### config.mk
export PLATFORM = sky130hd
export DESIGN_NAME = frame_write_arbiter
export DESIGN_NICKNAME = d
export VERILOG_FILES = /design/src/rtl/frame_write_arbiter_pkg.sv /design/src/rtl/frame_write_arbiter_rr_arbiter.sv /design/src/rtl/frame_write_arbiter.sv
export SDC_FILE = /design/constraint.sdc
export NUM_CORES = 1
export LEC_CHECK = 0
export CAP_MARGIN = 5
export CORE_MARGIN = 2
export CORE_UTILIZATION = 44
export DETAILED_ROUTE_END_ITERATION = 10
export PLACE_DENSITY = 0.83
export RECOVER_POWER = 25
export SYNTH_ARGS = -nofsm -noshare
export SYNTH_HDL_FRONTEND = slang
export SYNTH_SLANG_ARGS = --single-unit
### constraint.sdc
create_clock -name clk -period 2.3 [get_ports clk]
set_clock_uncertainty 0.2 [all_clocks]
set_input_delay 0.345 -clock clk [delete_from_list [all_inputs] [get_ports clk]]
set_output_delay 0.345 -clock clk [all_outputs]
set_load 0.05 [all_outputs]
### src/rtl/frame_write_arbiter_pkg.sv
// Shared pixel color encoding and small sizing helpers for the frame writer.
// Pure declarations: no logic, no latency, no flow control.
package frame_write_arbiter_pkg;

    localparam int COLOR_WIDTH = 4;

    typedef logic [COLOR_WIDTH-1:0] color_t;

    localparam color_t COLOR_NONE  = 4'h0;
    localparam color_t COLOR_RED   = 4'h1;
    localparam color_t COLOR_GREEN = 4'h2;
    localparam color_t COLOR_BLUE  = 4'h3;
    localparam color_t COLOR_WHITE = 4'hF;

    // Index width that stays at least one bit for degenerate sizes.
    function automatic int idx_width(input int n);
        return (n > 1) ? $clog2(n) : 1;
    endfunction

endpackage

### src/rtl/frame_write_arbiter_rr_arbiter.sv
// Round-robin grant: one-hot pick of the first request above last_grant, wrapping at N.
// Purely combinational, zero latency; no backpressure of its own.
module rr_arbiter
    import frame_write_arbiter_pkg::*;
#(
    parameter int  N  = 3,
    localparam int IW = idx_width(N)
) (
    input  logic [N-1:0]  req_i,
    input  logic [IW-1:0] last_grant_i,
    output logic [N-1:0]  grant_o
);

    logic found;

    // Two passes give the wrap at N without relying on power-of-two rollover.
    always_comb begin
        grant_o = '0;
        found   = 1'b0;
        for (int p = 0; p < N; p++) begin
            if (!found && req_i[p] && (p > int'(last_grant_i))) begin
                grant_o[p] = 1'b1;
                found      = 1'b1;
            end
        end
        for (int p = 0; p < N; p++) begin
            if (!found && req_i[p] && (p <= int'(last_grant_i))) begin
                grant_o[p] = 1'b1;
                found      = 1'b1;
            end
        end
    end

endmodule

### src/rtl/frame_write_arbiter.sv
// Arbitrates pixel writes from N_REQ requesters into one registered frame port, or sweeps the frame clear.
// Latency 1 from transfer to wr_en; ready is combinational and forced low during a clear or reset.
module frame_write_arbiter
    import frame_write_arbiter_pkg::*;
#(
    parameter int  WIDTH  = 640,
    parameter int  HEIGHT = 480,
    parameter int  N_REQ  = 3,
    localparam int XW     = idx_width(WIDTH),
    localparam int YW     = idx_width(HEIGHT),
    localparam int IW     = idx_width(N_REQ)
) (
    input  logic                                   clk,
    input  logic                                   reset,
    input  logic                                   clear_start,
    output logic                                   clear_busy,
    input  logic [N_REQ-1:0]                       req_valid,
    output logic [N_REQ-1:0]                       req_ready,
    input  logic [N_REQ-1:0][XW-1:0]               req_x,
    input  logic [N_REQ-1:0][YW-1:0]               req_y,
    input  logic [N_REQ-1:0][COLOR_WIDTH-1:0]      req_color,
    output logic                                   wr_en,
    output logic [XW-1:0]                          wr_x,
    output logic [YW-1:0]                          wr_y,
    output logic [COLOR_WIDTH-1:0]                 wr_color
);

    typedef enum logic {
        STATE_ARB   = 1'b0,
        STATE_CLEAR = 1'b1
    } state_t;

    state_t                 state_q, state_d;
    logic [XW-1:0]          cx_q, cx_d;
    logic [YW-1:0]          cy_q, cy_d;
    logic [IW-1:0]          last_grant_q, last_grant_d;
    logic                   wr_en_q, wr_en_d;
    logic [XW-1:0]          wr_x_q, wr_x_d;
    logic [YW-1:0]          wr_y_q, wr_y_d;
    logic [COLOR_WIDTH-1:0] wr_color_q, wr_color_d;
    logic [N_REQ-1:0]       grant;
    logic                   arb_open;

    rr_arbiter #(
        .N (N_REQ)
    ) u_rr_arbiter (
        .req_i        (req_valid),
        .last_grant_i (last_grant_q),
        .grant_o      (grant)
    );

    // A clear request wins the cycle it arrives, so no requester can slip in alongside it.
    assign arb_open  = reset && (state_q == STATE_ARB) && !clear_start;
    assign req_ready = arb_open ? grant : '0;

    always_comb begin
        state_d      = state_q;
        cx_d         = cx_q;
        cy_d         = cy_q;
        last_grant_d = last_grant_q;
        wr_en_d      = 1'b0;
        wr_x_d       = wr_x_q;
        wr_y_d       = wr_y_q;
        wr_color_d   = wr_color_q;

        case (state_q)
            STATE_ARB: begin
                if (clear_start) begin
                    state_d = STATE_CLEAR;
                    cx_d    = '0;
                    cy_d    = '0;
                end else if (|grant) begin
                    wr_en_d = 1'b1;
                    for (int i = 0; i < N_REQ; i++) begin
                        if (grant[i]) begin
                            wr_x_d       = req_x[i];
                            wr_y_d       = req_y[i];
                            wr_color_d   = req_color[i];
                            last_grant_d = IW'(i);
                        end
                    end
                end
            end

            STATE_CLEAR: begin
                wr_en_d    = 1'b1;
                wr_x_d     = cx_q;
                wr_y_d     = cy_q;
                wr_color_d = COLOR_NONE;
                if (cx_q == XW'(WIDTH - 1)) begin
                    cx_d = '0;
                    if (cy_q == YW'(HEIGHT - 1)) begin
                        cy_d    = '0;
                        state_d = STATE_ARB;
                    end else begin
                        cy_d = cy_q + 1'b1;
                    end
                end else begin
                    cx_d = cx_q + 1'b1;
                end
            end

            default: begin
                state_d = STATE_ARB;
            end
        endcase
    end

    always_ff @(posedge clk or negedge reset) begin
        if (!reset) begin
            state_q      <= STATE_ARB;
            cx_q         <= '0;
            cy_q         <= '0;
            last_grant_q <= IW'(N_REQ - 1);
            wr_en_q      <= 1'b0;
            wr_x_q       <= '0;
            wr_y_q       <= '0;
            wr_color_q   <= COLOR_NONE;
        end else begin
            state_q      <= state_d;
            cx_q         <= cx_d;
            cy_q         <= cy_d;
            last_grant_q <= last_grant_d;
            wr_en_q      <= wr_en_d;
            wr_x_q       <= wr_x_d;
            wr_y_q       <= wr_y_d;
            wr_color_q   <= wr_color_d;
        end
    end

    assign clear_busy = (state_q == STATE_CLEAR);
    assign wr_en      = wr_en_q;
    assign wr_x       = wr_x_q;
    assign wr_y       = wr_y_q;
    assign wr_color   = wr_color_q;

endmodule

==> reports/qor.yml <==
placement:
  place_congestion: 0.819
  placed_cells: 472
  numPortBuffers: 102
  hpwl_um: 6150
finish:
  layout_common_cells: "97 x clkdlybuf4s50_1, 45 x dfrtp_1, 33 x o22ai_1"
  utilization: 0.666
  final_common_cell: "clkdlybuf4s50_1"
  areaGrowthSynthToFinish_pct: 47.5
  drive_gt1_frac: 0.116
  final_nets: 482
  final_cells: 481
  n_antenna_cell: 0
grt:
  grt_max_degree: 31
  antenna_found_initial: 0
  grt_pass1_wl_um: 12800
  groute.usage.overall: 0.250
  grt.overflow.total: 0
  first_global_vias: 2573
worst_setup_path:
  crit_buf_inv: 2
  crit_family: "buffers and inverters"
  slowest_delay_ns: 0.50
  worstSetupPathType: "input port to output pin"
  required_ns: 1.75
  cp-start-kind: "input port"
  cp_slowest_cell: "clkdlybuf4s50_1"
  end_kind: "output pin"
  crit_path_max_fanout: 6
  critPathArrivalTime_ns: 1.66
  crit_chain: "clkdlybuf4s50_1 -> nor2b_1 -> a21oi_1 -> nor2_2 -> buf_4"
detailed_routing:
  first_iter_violations: 214
  ant_nets: 0
  first_pass_iters: 4
  vias_per_cell: 5.81
  routed_wl_um: 8240
  vias: 2795
  remaining_drc_errors: 0
  wl_per_cell_um: 17.1
clocking:
  clock-sinks: 46
  cts_buffer_depth: 2
  cts_htree_levels: 2
  cts_tree: "yes"
  clkTransAtPathRegs_ns: 0.08
  cts_made_buffers: 5
  clockRootBuffer: "clkbuf_8"
  post_cts_buffers: 0
  clk_latency_ns: 0.31
power:
  ir_worst_vdd_uv: 573
  power_density_mw_per_mm2: 683
  power.leakage_nw: 1.61
floorplanning:
  die-width_um: 81.7
  dieArea_mm2: 0.00668
  dieHeight_um: 81.7
  placementRows: 28
  coreArea_mm2: 0.00589
  ios: 103
  start_util: 0.452
timing:
  final-hold-violation-count: 0
  max_freq_mhz: 454
  period_needed_ns: 2.20
  worst_hold_slack_ns: 0.199
  period_share: 0.958
  slew_headroom: 0.490
  slew_violations: 0
  grt_setup_unrepaired: "no"
  worst_slew_pin_slew_ns: 0.766
  fin_setup_tns_ns: 0
  setup-violations-final: 0
hold_path:
  hold_path.class: "input port to asynchronous set/reset pin"
synth:
  syn_inst: 297
  synth_nets: 374
  synth-seq-cells: 46
  ys_seq_area_frac: 0.433
  synthFlopType: "dfrtp_1"
  async_flop_share: 1.00
  ys_warn_count: 0
  yosysUniqueCellTypes: 56
  avgSynthCellArea_um2: 8.95
  synth_edf_count: 0
  synth_area_mm2: 0.00266
status:
  outcome: "finished clean"
run:
  drv_cap: 0
[timing repair]
action / in CTS / in global routing
gates resized for setup: 0 / 2
endpoints found under the setup margin: 0 / 2
hold buffers: 1 / 0
hold endpoints to repair: 15 / 0
[through the flow]
| stage | instance area (um^2) | total power, mW | worst slack [ns] |
|---|---|---|---|
| 6_report | 3920 | 2.68 | 0.0970 |
| 5_1_grt | 3920 | 2.81 | 0.0135 |
| 4_1_cts | 3920 | 2.67 | 0.0213 |
| 3_5_place_dp | 3820 | 2.15 | 0.0190 |
| 3_3_place_gp | 3820 | 2.13 | 0.113 |
| 2_1_floorplan | 2670 | 1.71 | -0.0695 |
[metal layers]
| metal | up-vias | part of all wire | track usage | wire length, um |
|---|---|---|---|---|
| met1 | 1337 | 0.42 | 0.338 | 3420 |
| met2 | 110 | 0.50 | 0.419 | 4130 |
| li1 | 1337 | - | - | - |
| met3 | 11 | 0.072 | 0.0429 | 591 |
| met5 | - | 0 | 0 | 0 |
| met4 | 0 | 0.012 | 0.0583 | 97 |
[where the power goes]
group	internal, mW	switching, mW
logic	0.435	0.589
registers	0.959	0.166
clock network	0.242	0.285
[path summary, 6_finish.rpt]
kind                               from      endpoint  slack [ns]  depth (start not counted)
setup reg to reg                cx_q[0]       cy_q[7]        0.32                          5
hold reg to reg                 cx_q[6]       cx_q[6]        0.33                          1
max in group asynchronous         reset       cx_q[0]        0.75                          3
min in group clk                cx_q[6]       cx_q[6]        0.33                          1
hold / removal                    reset       wr_y[2]        0.20                          2
setup / recovery           req_valid[1]  req_ready[1]         0.1                          5
[Yosys cell counts (3+ instances only)]
| library cell | number | area (um^2) |
|---|---|---|
| dfrtp_1 | 45 | 1130 |
| o22ai_1 | 33 | 206 |
| nor2_1 | 30 | 113 |
| o21ai_0 | 25 | 125 |
| nand2_1 | 22 | 82.6 |
| a21oi_1 | 20 | 100 |
| o21ai_1 | 12 | 60.1 |
| clkbuf_1 | 7 | 26.3 |
| nand3_1 | 7 | 35.0 |
| nor3_1 | 7 | 35.0 |
| a31oi_1 | 6 | 37.5 |
| buf_2 | 6 | 30.0 |
| a211oi_1 | 4 | 30.0 |
| a222oi_1 | 4 | 40.0 |
| and2_1 | 4 | 25.0 |
| inv_1 | 4 | 15.0 |
| nor2b_1 | 4 | 25.0 |
| a21o_1 | 3 | 22.5 |
| a22o_1 | 3 | 26.3 |
| nand4_1 | 3 | 18.8 |
| or2_1 | 3 | 18.8 |
[flip-flops by register name (all words and copies together) (netlist names)]
name / count
wr_color: 4
wr_x: 10
wr_en: 1
cx_q: 10
cy_q: 9
last_grant_q: 2
wr_y: 9
clear_busy: 1
[final cells by class]
cell class	instances	area (um^2)
well taps	75	93.8
clock inverters	2	12.5
repair buffers	119	1150
inverters	5	18.8
flip-flops and latches	46	1150
fillers	463	1960
clock buffers	6	82.6
multi-input cells	228	1410
[kinds of logic after synthesis]
group,share of synthesized area
AO/OA/AOI/OAI,0.298
AND/OR/NAND/NOR,0.195
flip-flops,0.433
buffers and inverters,0.0424
XOR/XNOR,0.00988
multiplexers,0.0118
adder cells (fa/ha/maj),0.00941
No activity file was read; power rests on OpenSTA's default activity.
